### config.mk
export PLATFORM = sky130hd
export DESIGN_NAME = modulo_carga_ff_t
export DESIGN_NICKNAME = d
export VERILOG_FILES = /design/src/rtl/modulo_carga_ff_t.sv
export SDC_FILE = /design/constraint.sdc
export NUM_CORES = 1
export LEC_CHECK = 0
export CORE_MARGIN = 2
export CORE_UTILIZATION = 30
export DETAILED_ROUTE_END_ITERATION = 8
export DONT_BUFFER_PORTS = 1
export GPL_ROUTABILITY_DRIVEN = 0
export GPL_TIMING_DRIVEN = 0
export PLACE_DENSITY = 0.56
export SLEW_MARGIN = 20
export SYNTH_ARGS = -nofsm -noshare
export SYNTH_HDL_FRONTEND = slang
export SYNTH_SLANG_ARGS = --single-unit
### constraint.sdc
create_clock -name clk -period 1.8 [get_ports clk]
set_input_delay 0.36 -clock clk [delete_from_list [all_inputs] [get_ports clk]]
set_output_delay 0.36 -clock clk [all_outputs]
set_load 0.03 [all_outputs]
### src/rtl/modulo_carga_ff_t.sv
// Load controller for a bank of T flip-flops: turns a requested parallel value into
// a single toggle strobe, reads the bank back, retries a bounded number of times.
module modulo_carga_ff_t #(
  parameter int WIDTH     = 4,
  parameter int MAX_RETRY = 2
) (
  input  logic             clk,
  input  logic             clr,
  input  logic             req,
  input  logic [WIDTH-1:0] target,
  input  logic [WIDTH-1:0] q_fb,
  output logic [WIDTH-1:0] t,
  output logic             enable,
  output logic             busy,
  output logic             ack,
  output logic             err
);

  localparam int RW = (MAX_RETRY > 0) ? $clog2(MAX_RETRY + 1) : 1;
  localparam logic [RW-1:0] RETRY_LIMIT = RW'(MAX_RETRY);

  typedef enum logic [2:0] {
    S_IDLE,
    S_CALC,
    S_APPLY,
    S_WAIT,
    S_CHECK,
    S_DONE,
    S_ERROR
  } state_t;

  state_t           state_q, state_d;
  logic [WIDTH-1:0] tgt_q, tgt_d;
  logic [WIDTH-1:0] diff_q, diff_d;
  logic [RW-1:0]    retry_q, retry_d;
  logic [WIDTH-1:0] t_q, t_d;
  logic             enable_q, enable_d;
  logic             busy_q, busy_d;
  logic             ack_q, ack_d;
  logic             err_q, err_d;

  logic [WIDTH-1:0] diff_now;
  logic             bank_matches;
  logic             retry_left;

  assign diff_now     = tgt_q ^ q_fb;
  assign bank_matches = (q_fb == tgt_q);
  assign retry_left   = (retry_q < RETRY_LIMIT);

  // The bank toggles on the falling edge, so this block shares that edge.
  always_ff @(negedge clk or negedge clr) begin
    if (!clr) begin
      state_q  <= S_IDLE;
      tgt_q    <= '0;
      diff_q   <= '0;
      retry_q  <= '0;
      t_q      <= '0;
      enable_q <= 1'b0;
      busy_q   <= 1'b0;
      ack_q    <= 1'b0;
      err_q    <= 1'b0;
    end else begin
      state_q  <= state_d;
      tgt_q    <= tgt_d;
      diff_q   <= diff_d;
      retry_q  <= retry_d;
      t_q      <= t_d;
      enable_q <= enable_d;
      busy_q   <= busy_d;
      ack_q    <= ack_d;
      err_q    <= err_d;
    end
  end

  always_comb begin
    state_d = state_q;
    tgt_d   = tgt_q;
    diff_d  = diff_q;
    retry_d = retry_q;
    unique case (state_q)
      S_IDLE: begin
        if (req) begin
          tgt_d   = target;
          retry_d = '0;
          state_d = S_CALC;
        end
      end
      S_CALC: begin
        diff_d  = diff_now;
        state_d = (diff_now == '0) ? S_DONE : S_APPLY;
      end
      S_APPLY: state_d = S_WAIT;
      S_WAIT:  state_d = S_CHECK;
      S_CHECK: begin
        if (bank_matches) begin
          state_d = S_DONE;
        end else if (retry_left) begin
          retry_d = retry_q + RW'(1);
          state_d = S_CALC;
        end else begin
          state_d = S_ERROR;
        end
      end
      S_DONE:  state_d = S_IDLE;
      S_ERROR: state_d = S_IDLE;
      default: state_d = S_IDLE;
    endcase
  end

  // Outputs are registered from the next state so each one lines up with its state.
  always_comb begin
    enable_d = (state_d == S_APPLY);
    t_d      = enable_d ? diff_d : '0;
    busy_d   = (state_d != S_IDLE);
    ack_d    = (state_d == S_DONE) || (state_d == S_ERROR);
    err_d    = (state_d == S_ERROR);
  end

  assign t      = t_q;
  assign enable = enable_q;
  assign busy   = busy_q;
  assign ack    = ack_q;
  assign err    = err_q;

endmodule
==> Word level (Yosys, flattened, before mapping) <==
Cells that the tools add are included.
{ "classes": {"eq_ne": 11, "reduce_logical": 7, "mux": 11, "magnitude_cmp": 1, "add_sub_neg": 1, "bitwise_logic": 1} }
{ "ops": {"columns": ["op", "count"], "rows": [
  ["case mux 3 bit (5 select lines)", 1],
  ["2-to-1 mux 3 bit", 4],
  ["equality test 3 x 2 -> 1 bit (second input constant)", 3],
  ["equality test 3 bit (second input constant)", 3],
  ["2-to-1 mux 4 bit", 2],
  ["2-to-1 mux 2 bit", 3],
  ["!= test 2 bit (second input constant)", 3],
  ["equality test 4 bit", 1],
  ["logical NOT 4 bit", 1],
  ["case mux 2 bit (2 select lines)", 1],
  ["AND reduction 4 bit", 1],
  ["XOR 4 bit", 1],
  ["equality test 3 x 1 -> 1 bit (second input constant)", 1],
  ["logical NOT 3 bit", 1],
  ["nonzero test 3 bit", 1],
  ["adder 2 x 1 -> 2 bit (second input constant)", 1],
  ["less-than comparator 2 bit (second input constant)", 1],
  ["AND reduction 2 bit", 1],
  ["nonzero test 2 bit", 1],
  ["logical OR 1 bit", 1]
]} }
{ "word_totals": {"register_bits": 21, "input_bits": 11, "out_inout_bits": 8, "word_cells": 41} }

==> Logic depth before layout (Yosys ltp) <==
{ "logic_depth": {"ltp_word": 6, "ltp_mapped": 5, "ltp_nobuf": 4} }

==> metrics.log <==
[metrics] type of the setup path with the least slack: flip-flop to primary output
[metrics] GRT Overall Usage: about a tenth
[metrics] total number of yosys warnings: 0
[metrics] Die Y-Extent: about 54 µm
[metrics] number of primary I/O pins: 19
[metrics] max_slew headroom: around three quarters
[metrics] final instance count without filler cells: 100
[metrics] Worst IR Drop VDD: slightly below 800 µV
[metrics] relative area change from synthesis to final layout: 29.3%
[metrics] Antenna Violating Nets Remaining: 0
[metrics] worst hold-check path type: flip-flop to flip-flop
[metrics] proportion of netlist area held by the largest area contributor: between 50% and 60%
[metrics] Total Wirelength: roughly 1.3 mm
[metrics] post-route cell area: 951 µm²
[metrics] Mapped Area: approximately 740 µm²
[metrics] standard cell core area: approximately 0.0023 mm²
[metrics] Core Rows: 17
[metrics] TritonCTS clock tree: yes
[metrics] part of the Yosys area used for sequential elements: between 50% and 60%
[metrics] nature of the critical path startpoint: flip-flop
[metrics] Post-Synthesis Net Count: slightly below 80
[metrics] detailed-routing iteration count for the pre-antenna-repair pass: 4
[metrics] Avg Vias per Cell: ~5.0
[metrics] Max-Cap Viols: 0
[metrics] number of antenna cells inserted: 0
[metrics] number of CTS-inserted buffers: 3
[metrics] run status: finished with violations
[metrics] setup-violating endpoint count in the final report: 14
[metrics] root buffer cell: sky130_fd_sc_hd__clkbuf_4
[metrics] cell types with the largest area share after synthesis: sky130_fd_sc_hd__dfrtn_1, sky130_fd_sc_hd__mux2_2, sky130_fd_sc_hd__xnor2_1
[metrics] ratio of cells with drive above 1 in the final layout: 31.9%
[metrics] transition time of the tightest slew-check pin: slightly below 0.4 ns
[metrics] clock tree buffer depth: 2
[metrics] highest signal layer in the routed design: met4
[metrics] violated checks: setup timing
[metrics] # placed instances: 94
[metrics] unrepaired setup endpoints after global routing: yes
[metrics] cts-stage hold buffer count: 0
[metrics] number of global-route vias before repair: ~440
[metrics] CP endpoint kind: primary output
[metrics] Cell Pwr Density: around 1800 mW/mm²
[metrics] LEAKAGE: between 0.0004 and 0.0005 µW
[metrics] overall power of the completed layout: 1740 µW
[metrics] Max Fanout on Critical Path: 1
[metrics] minimum setup slack in the final design: -0.325 ns
[metrics] global-route wire length before repair: roughly 2 mm
[metrics] clk slew on worst S/H paths: roughly 0.07 ns
[metrics] biggest area consumer among synthesized cells: sky130_fd_sc_hd__dfrtn_1
[metrics] post-place instance area: 848 µm²
[metrics] met1 wire length: between 600 and 700 µm
[metrics] detailed placer's ending HPWL: ~940 µm
[metrics] maximum number of pins on one net before global-route repair: 18
[metrics] Clock Skews: roughly 0.0066 ns
[metrics] Worst Path Required: between 1 and 1.5 ns
[metrics] number of nets at the end of the flow: 84
[metrics] drt wl/cell: 12.9 µm
[metrics] via total after detailed routing: ~500
[metrics] chip width: approximately 54 µm
[metrics] number of distinct standard cells referenced by the synthesized netlist: 25
[metrics] number of max-slew violations in the final report: 0
[metrics] flip-flop and latch count after synthesis: 17
[metrics] Port-buffer cells: 0
[metrics] number of failing hold endpoints at the final stage: 0
[metrics] total global routing overflow: 0
[metrics] initial antenna violation count: 0
[metrics] Residual DRC: 0
[metrics] syn avg cell area: between 10 and 15 µm²
[metrics] Worst Path Arrival: ~1.8 ns
[metrics] Initial Utilization: between 30 and 40%
[metrics] DR WL met3: about 54 µm
[metrics] CTS sink cnt: 17
[metrics] total number of H-tree levels: 1
[metrics] Die Footprint: 0.00286 mm²
[metrics] clock insertion delay at the later pin of the skew report: a little under 0.3 ns
[metrics] met2 wirelength from detailed routing: 556 µm
[metrics] number of instances in the synthesized netlist: 66
[metrics] # fillers: between 200 and 250
[metrics] Starting DRT DRC Count: 4
==> sequential cells by signal (all words and copies together) (netlist names) <==
| name | count |
|---|---|
| err | 1 |
| retry_q | 2 |
| ack | 1 |
| busy | 1 |
| state_q | 3 |
| tgt_q | 4 |
| enable | 1 |
| t | 4 |
==> cells in the mapped netlist, drive strengths merged <==
cell and number:
o211ai 2, nor2b 1, dfrtn 17, nor3b 1, xnor2 4, nor2 10, nor3 1, nand2 6
buf 2, a22o 1, o21ai 3, mux2i 1, mux2 5, a21oi 2, or3 1, nand3 1
nor4 2, nand3b 1, inv 1, and4 1, clkbuf 2, a211oi 1
==> per-stage QoR <==
stage	TNS, ns	hold slack (ns)	worst slack (ns)	utilization, %
final	-3.33	0.507	-0.325	41.8
after floorplan	-2.89	0.471	-0.537	-
after detailed placement	-3.63	0.506	-0.589	37.3
after global routing	-3.73	0.525	-0.339	41.8
after global placement	-3.61	0.512	-0.600	37.3
after CTS	-3.44	0.511	-0.327	40.6
==> kinds of logic (layout without fill, tap and decap cells) <==
logic type,Yosys count,count (layout),share of synthesized area (%)
xor+xnor,4,4,4.76
compound gates,9,9,7.65
buf+inv,5,11,3.74
flops,17,17,57.8
simple gates,25,25,16.5
mux,6,6,9.52
==> worst paths after layout <==
kind | depth (start not counted) | start | endpoint | slack, ns
setup / recovery | 0 | busy | busy | -0.32
hold / removal | 1 | retry_q[0] | retry_q[0] | 0.51
setup reg to reg | 5 | state_q[0] | tgt_q[2] | 0.14
hold reg to reg | 1 | retry_q[0] | retry_q[0] | 0.51
max in group asynchronous | 0 | clr | t[2] | 1.15
min in group asynchronous | 0 | clr | state_q[2] | 0.54
==> cell type report <==
cell class	instances	area (µm²)	area share [%]
plain buffers	4	23.8	2.50
clock buffers	4	26.3	2.76
inverters	1	3.75	0.395
multi-input cells	44	418	43.9
flip-flops and latches	17	425	44.7
well taps	28	35.0	3.68
repair buffers	2	18.8	1.97
==> power breakdown <==
group | total, µW | switching [µW] | internal [µW]
logic | 733 | 314 | 420
registers | 806 | 260 | 545
clock network | 202 | 116 | 86.1
==> routing by layer <==
layer / up-vias / global-route usage, %
met2: 13 / 13.4
met4: 0 / 8.97
met3: 4 / 2.54
li1: 238 / -
met5: - / 0
met1: 246 / 14.4
==> repair_timing <==
action                                  in CTS  in global routing
resized for setup                            6                  5
gates cloned                                 0                  0
setup buffers                                2                  0
pin swaps                                    5                  5
endpoints found under the hold margin        0                  0
endpoints found under the setup margin      12                 19
==> layout by cell type, fill, tap and decap left out <==
cell / count
sky130_fd_sc_hd__and4_1: 1
sky130_fd_sc_hd__mux2i_1: 1
sky130_fd_sc_hd__dfrtn_1: 17
sky130_fd_sc_hd__nor2_1: 7
sky130_fd_sc_hd__or3_1: 1
sky130_fd_sc_hd__nand3_1: 1
sky130_fd_sc_hd__a22o_1: 1
sky130_fd_sc_hd__nand3b_1: 1
sky130_fd_sc_hd__o21ai_0: 2
sky130_fd_sc_hd__nand2_8: 1
sky130_fd_sc_hd__o21ai_2: 1
sky130_fd_sc_hd__clkbuf_4: 3
sky130_fd_sc_hd__mux2_4: 5
sky130_fd_sc_hd__nor2_4: 2
sky130_fd_sc_hd__a21oi_1: 1
sky130_fd_sc_hd__nor2_2: 1
sky130_fd_sc_hd__nor3b_1: 1
sky130_fd_sc_hd__clkbuf_1: 3
sky130_fd_sc_hd__buf_2: 1
sky130_fd_sc_hd__nor4_2: 1
sky130_fd_sc_hd__nor4_1: 1
sky130_fd_sc_hd__inv_1: 1
sky130_fd_sc_hd__nor2b_1: 1
sky130_fd_sc_hd__nor3_1: 1
sky130_fd_sc_hd__buf_6: 2
sky130_fd_sc_hd__a21oi_2: 1
sky130_fd_sc_hd__o211ai_1: 2
sky130_fd_sc_hd__a211oi_1: 1
sky130_fd_sc_hd__buf_4: 1
sky130_fd_sc_hd__xnor2_4: 4
sky130_fd_sc_hd__nand2_1: 5
No activity file was read; power rests on OpenSTA's default activity.
==> variant 1: new RTL, config.mk and constraints unchanged <==
Encoding of `state_t`: now Gray code (3 bits for 7 states).
--- a/src/rtl/modulo_carga_ff_t.sv
+++ b/src/rtl/modulo_carga_ff_t.sv
@@ -20,13 +20,13 @@
   localparam logic [RW-1:0] RETRY_LIMIT = RW'(MAX_RETRY);
 
   typedef enum logic [2:0] {
-    S_IDLE,
-    S_CALC,
-    S_APPLY,
-    S_WAIT,
-    S_CHECK,
-    S_DONE,
-    S_ERROR
+    S_IDLE  = 3'b000,
+    S_CALC  = 3'b001,
+    S_APPLY = 3'b011,
+    S_WAIT  = 3'b010,
+    S_CHECK = 3'b110,
+    S_DONE  = 3'b111,
+    S_ERROR = 3'b101
   } state_t;
 
   state_t           state_q, state_d;
Function: no difference found for any inputs over 10 cycles, from zero or initial values; not proved beyond that.
==> variant 1 against the unedited design <==
- the run still ends with negative setup slack left
- sequential power down 0.5%
- first-iteration DRC count up 75%
- cell count down 5.0%
- power down 11%
- wire length down 2.1%
- sequential cell count unchanged
- area after synthesis down 0.51%
- register-to-register slack better by 0.26 ns
- design area down 7.0%
- count of clock-buffer cells in the layout down 1
- setup slack better by 0.0030 ns
- largest cell class unchanged
- largest power group unchanged
==> variant 1: results (changes against the unedited design) <==
- Final WS setup: -0.3217 ns (was -0.3247 ns)
- Clk pin slew, worst setup/hold paths: 0.07 ns (about the same)
- Synth Area in XOR/XNOR: 0.04786 (was 0.04762)
- Setup TNS: -2.529 ns (was -3.334 ns)
- First-pass GRT wire length: 2125 um (was 2001 um)
- CTS Root Cell: clkbuf_4 (unchanged)
- Skew-Pair Late Insertion Delay: 0.29 ns (about the same)
- Antenna Cells: 0 (unchanged)
- Area contributors post-synth: dfrtn_1 (58%), mux2_2 (6.2%), xnor2_1 (4.8%) (was dfrtn_1 (58%), mux2_2 (6.1%), xnor2_1 (4.8%))
- Final #Nets: 79 (was 84)
- Synth Area in Adders: 0 (unchanged)
- Via density: 4.916 (was 5.010)
- Synth unique cells: 23 (was 25)
- Multiplexer share of the synthesized area: 0.07521 (was 0.09524)
- Worst Path Max Fanout: 1 (unchanged)
- Num CTS Buffers: 3 (unchanged)
- Compound-Gate Fraction of Synth Area: 0.07863 (was 0.07653)
- Leakage power: 0.0003899 uW (was 0.0004089 uW)
- Largest family of logic cells by synthesized area: simple AND/OR/NAND/NOR gates (unchanged)
- Layout cells sized above 1: 0.2836 (was 0.3194)
- Initial antenna violation count: 0 (unchanged)
- GRT Total Usage: 0.1101 (was 0.1045)
- Failing checks: negative setup slack (unchanged)
- Critical path arrival: 1.76 ns (about the same)
- Worst Clk Skew: 0.005593 ns (was 0.006576 ns)
- Number of synthesis warnings: 0 (unchanged)
- Seq/Total Area, Yosys: 0.5812 (was 0.5782)
- Clock H-tree levels: 1 (unchanged)
- Slew margin rel.: 0.7967 (was 0.7358)
- Post-DP HPWL: 942.5 um (was 942.3 um)
- Port Buffers: 0 (unchanged)
- Syn_nets: 73 (was 77)
- Largest net degree at the start of global routing: 18 (unchanged)
- Drt pass-1 iters: 4 (unchanged)
- Vias in the first global route: 472 (was 444)
- DR WL/cell: 13.32 um (was 12.92 um)
- Clock Tree Buf Depth: 2 (unchanged)
- Fillers: 227 (was 202)
- Peak VDD IR: 0.0005937 V (was 0.0007803 V)
- Top cells by count, synth: dfrtn_1 (17), nor2_1 (9) (was dfrtn_1 (17), nor2_1 (9), nand2_1 (6))
- Final setup fails: 8 (was 14)
- Iter 0 DRT Violations: 7 (was 4)
- Async SR Flop Fraction: 1.000 (unchanged)
- Worst min path class: reg2reg (unchanged)
- Outcome: complete, but fails checks (unchanged)
variant 1: changes by cell type after synthesis, moves of 2 or more:
cell	before	now
nor4_1	2	0
and3_1	0	2
a21oi_1	2	0
nand2_1	6	4
clkbuf_1	2	0
nand3_1	1	3
variant 1: what timing repair did:
action / 4_1_cts / 5_1_grt
endpoints found under the setup margin: 13 / 12
pin swaps: 0 / 1
setup buffers: 1 / 0
resized for setup: 0 / 1
variant 1: path summary, 6_finish.rpt:
check | cells past startpoint | end | slack, ns | start
max in group asynchronous | 0 | state_q[2] | 1.16 | clr
worst min register to register | 1 | retry_q[1] | 0.50 | retry_q[1]
worst max-delay path | 0 | t[0] | -0.32 | t[0]
worst max register to register | 3 | tgt_q[0] | 0.40 | state_q[2]
min in group asynchronous | 0 | tgt_q[1] | 0.54 | clr
worst min-delay path | 1 | retry_q[1] | 0.50 | retry_q[1]
variant 1: report_power, final:
part	internal [uW]	switching, uW	total (uW)	leakage (uW)
Clock	82.7	123	206	0.0000177
Combinational	319	226	545	0.000154
Sequential	538	265	802	0.000218
Total	939	614	1550	0.000390
variant 1: metal layers:
metal	up-vias	GRT usage	part of all wire
met5	-	0	0
met4	0	0.08974	0.017
met3	2	0.04520	0.059
met2	11	0.1749	0.51
met1	228	0.1117	0.42
li1	226	-	-
variant 1: cells by family after synthesis:
kind of cell	count (synthesis)
multiplexers	5
AND/OR/NAND/NOR	24
XOR/XNOR	4
buffers and inverters	3
AO/OA/AOI/OAI	9
flip-flops	17
variant 1: metrics by stage:
stage | instances | setup WS [ns] | cell area (um^2) | util
floorplan | 62 | -0.2610 | 803.3 | -
detailed placement | 90 | -0.3447 | 838.3 | 0.3718
finish | 95 | -0.3217 | 884.6 | 0.3923
global route | 95 | -0.3635 | 884.6 | 0.3923
CTS | 95 | -0.3333 | 873.3 | 0.3873
global placement | 90 | -0.3285 | 838.3 | 0.3718
variant 1: area by class of cell:
class / instances / area, um^2 / share of cell area
clock buffers: 3 / 22.52 / 0.02546
inverters: 2 / 7.507 / 0.008487
clock inverters: 1 / 5.005 / 0.005658
flip-flops and latches: 17 / 425.4 / 0.4809
plain buffers: 1 / 11.26 / 0.01273
repair buffers: 1 / 7.507 / 0.008487
multi-input cells: 42 / 370.4 / 0.4187
well taps: 28 / 35.03 / 0.03960
==> variant 2: new RTL, same flow settings <==
Without the edit above. `WIDTH`: 4 -> 5.
--- a/src/rtl/modulo_carga_ff_t.sv
+++ b/src/rtl/modulo_carga_ff_t.sv
@@ -1,7 +1,7 @@
 // Load controller for a bank of T flip-flops: turns a requested parallel value into
 // a single toggle strobe, reads the bank back, retries a bounded number of times.
 module modulo_carga_ff_t #(
-  parameter int WIDTH     = 4,
+  parameter int WIDTH     = 5,
   parameter int MAX_RETRY = 2
 ) (
   input  logic             clk,
Interface: changed (resized q_fb, t and target); port bits go from 19 to 22. No check against the original RTL was run, so the function may have changed too.
==> variant 2 against the unedited design <==
- the flow still finishes with violations (negative setup slack)
- wire length increased by 26%
- area after synthesis increased by 15%
- design area increased by 9.2%
- critical path depth unchanged
- setup slack got worse by 0.022 ns
- sequential cell count increased by 2
- critical endpoint is now t[4]
- first-iteration DRC count increased by 100%
- power increased by 10%
- die area increased by 14%
- cell count increased by 11%
- largest power group unchanged
==> variant 2: results (changes against the unedited design) <==
- Outcome: complete, but fails checks (unchanged)
- Failing checks: negative setup slack (unchanged)
- Final setup fails: 9 (was 14)
- Port Buffers: 0 (unchanged)
- CP startpoint: t[4] (was busy)
- Layout cells sized above 1: 0.3500 (was 0.3194)
- Met3 wire len: 133 um (was 54 um)
- Number of routed nets with antenna violations: 0 (unchanged)
- Std cell rows: 19 (was 17)
- Worst Path Max Fanout: 1 (unchanged)
- Antenna Cells: 0 (unchanged)
- Cells on worst reg2reg path: 5 (unchanged)
- Highest Signal Layer: met4 (unchanged)
- Seq/Total Area, Yosys: 0.5621 (was 0.5782)
- Async SR Flop Fraction: 1.000 (unchanged)
- Vias: 576 (was 501)
- Top cells by count, synth: dfrtn_1 (19), nor2_1 (8), nand2_1 (6) (was dfrtn_1 (17), nor2_1 (9), nand2_1 (6))
- Iter 0 DRT Violations: 8 (was 4)
- Syn_nets: 91 (was 77)
- Met2 wire len: 789 um (was 556 um)
- Drt pass-1 iters: 4 (unchanged)
- Fillers: 275 (was 202)
- GRT met2 Usage: 0.1773 (was 0.1337)
- Skew-Pair Late Insertion Delay: 0.29 ns (about the same)
- Met3 Use GR: 0.05896 (was 0.02542)
- Clock Tree Buf Depth: 2 (unchanged)
- DR WL/cell: 14.68 um (was 12.92 um)
- Initial antenna violation count: 0 (unchanged)
- Worst min path class: reg2reg (unchanged)
- First-pass GRT wire length: 2835 um (was 2001 um)
- Critical path arrival: 1.79 ns (was 1.76 ns)
- Min-Delay Path Depth: 1 (unchanged)
- RR Startpoint: state_q[2] (was state_q[0])
- Synth unique cells: 28 (was 25)
- Worst Tran Pin Value: 0.3053 ns (was 0.3959 ns)
- Leakage power: 0.0004526 uW (was 0.0004089 uW)
- Predominant post-synthesis flop cell: dfrtn_1 (unchanged)
- Hold Path Origin: tgt_q[0] (was retry_q[0])
- Number of synthesis warnings: 0 (unchanged)
- Largest net degree at the start of global routing: 20 (was 18)
- Clock H-tree levels: 1 (unchanged)
- Vias in the first global route: 589 (was 444)
- CTS Root Cell: clkbuf_4 (unchanged)
- Area contributors post-synth: dfrtn_1 (56%), mux2_2 (6.7%), xnor2_1 (5.2%) (was dfrtn_1 (58%), mux2_2 (6.1%), xnor2_1 (4.8%))
- Final #Nets: 94 (was 84)
- Final WS setup: -0.3466 ns (was -0.3247 ns)
- M1 GR Usage: 0.1426 (was 0.1439)
- Placed Area: 1017 um^2 (was 848.3 um^2)
- Worst Clk Skew: 0.004795 ns (was 0.006576 ns)
- M1 WL: 699 um (was 641 um)
- Clk pin slew, worst setup/hold paths: 0.08 ns
- Peak VDD IR: 0.0009703 V (was 0.0007803 V)
- P_int: 1116 uW (was 1051 uW)
- Post-DP HPWL: 1241 um (was 942.3 um)
- GRT Total Usage: 0.1157 (was 0.1045)
variant 2: through the flow:
step           setup slack [ns]  utilization  total power (uW)  cells  setup TNS [ns]
2_1_floorplan           -0.2703            -              1582     78          -2.725
6_report                -0.3466       0.3832              1918    111          -2.913
3_5_place_dp            -0.3366       0.3753              1724    109          -3.547
5_1_grt                 -0.3912       0.3832              2063    111          -3.309
3_3_place_gp            -0.3241       0.3753              1697    109          -3.437
4_1_cts                 -0.3617       0.3832              1945    111          -3.055
variant 2: cells by family after synthesis:
| kind of cell | synth area share |
|---|---|
| AOI/OAI and AO/OA | 0.1346 |
| xor gates and xnor gates | 0.05177 |
| buffers and inverters | 0.05768 |
| DFF | 0.5621 |
| muxes | 0.06656 |
| and+or+nand+nor | 0.1272 |
variant 2: area by class of cell:
class | count | share of cell area
Sequential cell | 19 | 0.4578
Multi-Input combinational cell | 49 | 0.4458
Tap cell | 31 | 0.03735
Buffer | 4 | 0.01807
Clock inverter | 1 | 0.004819
Clock buffer | 3 | 0.02169
Inverter | 4 | 0.01446
variant 2: timing repair:
action | 4_1_cts | 5_1_grt
endpoints found under the setup margin | 12 | 10
cloned | 0 | 0
pin swaps | 2 | 1
gates resized for setup | 3 | 0
setup buffers | 0 | 0
variant 2: worst paths after layout:
check                        endpoint  slack, ns
min reg2reg                  tgt_q[0]       0.52
max                              t[4]      -0.35
max in group asynchronous      enable       1.16
min in group asynchronous    tgt_q[1]       0.53
max reg2reg                retry_q[0]       0.31
min                          tgt_q[0]       0.52
variant 2: power groups by stage:
stage	sequential, uW	combinational (uW)	clock [uW]
after floorplan	869	712	0
after global placement	897	800	0
after detailed placement	903	820	0
after CTS	905	809	230
after global routing	927	878	257
final	901	801	216
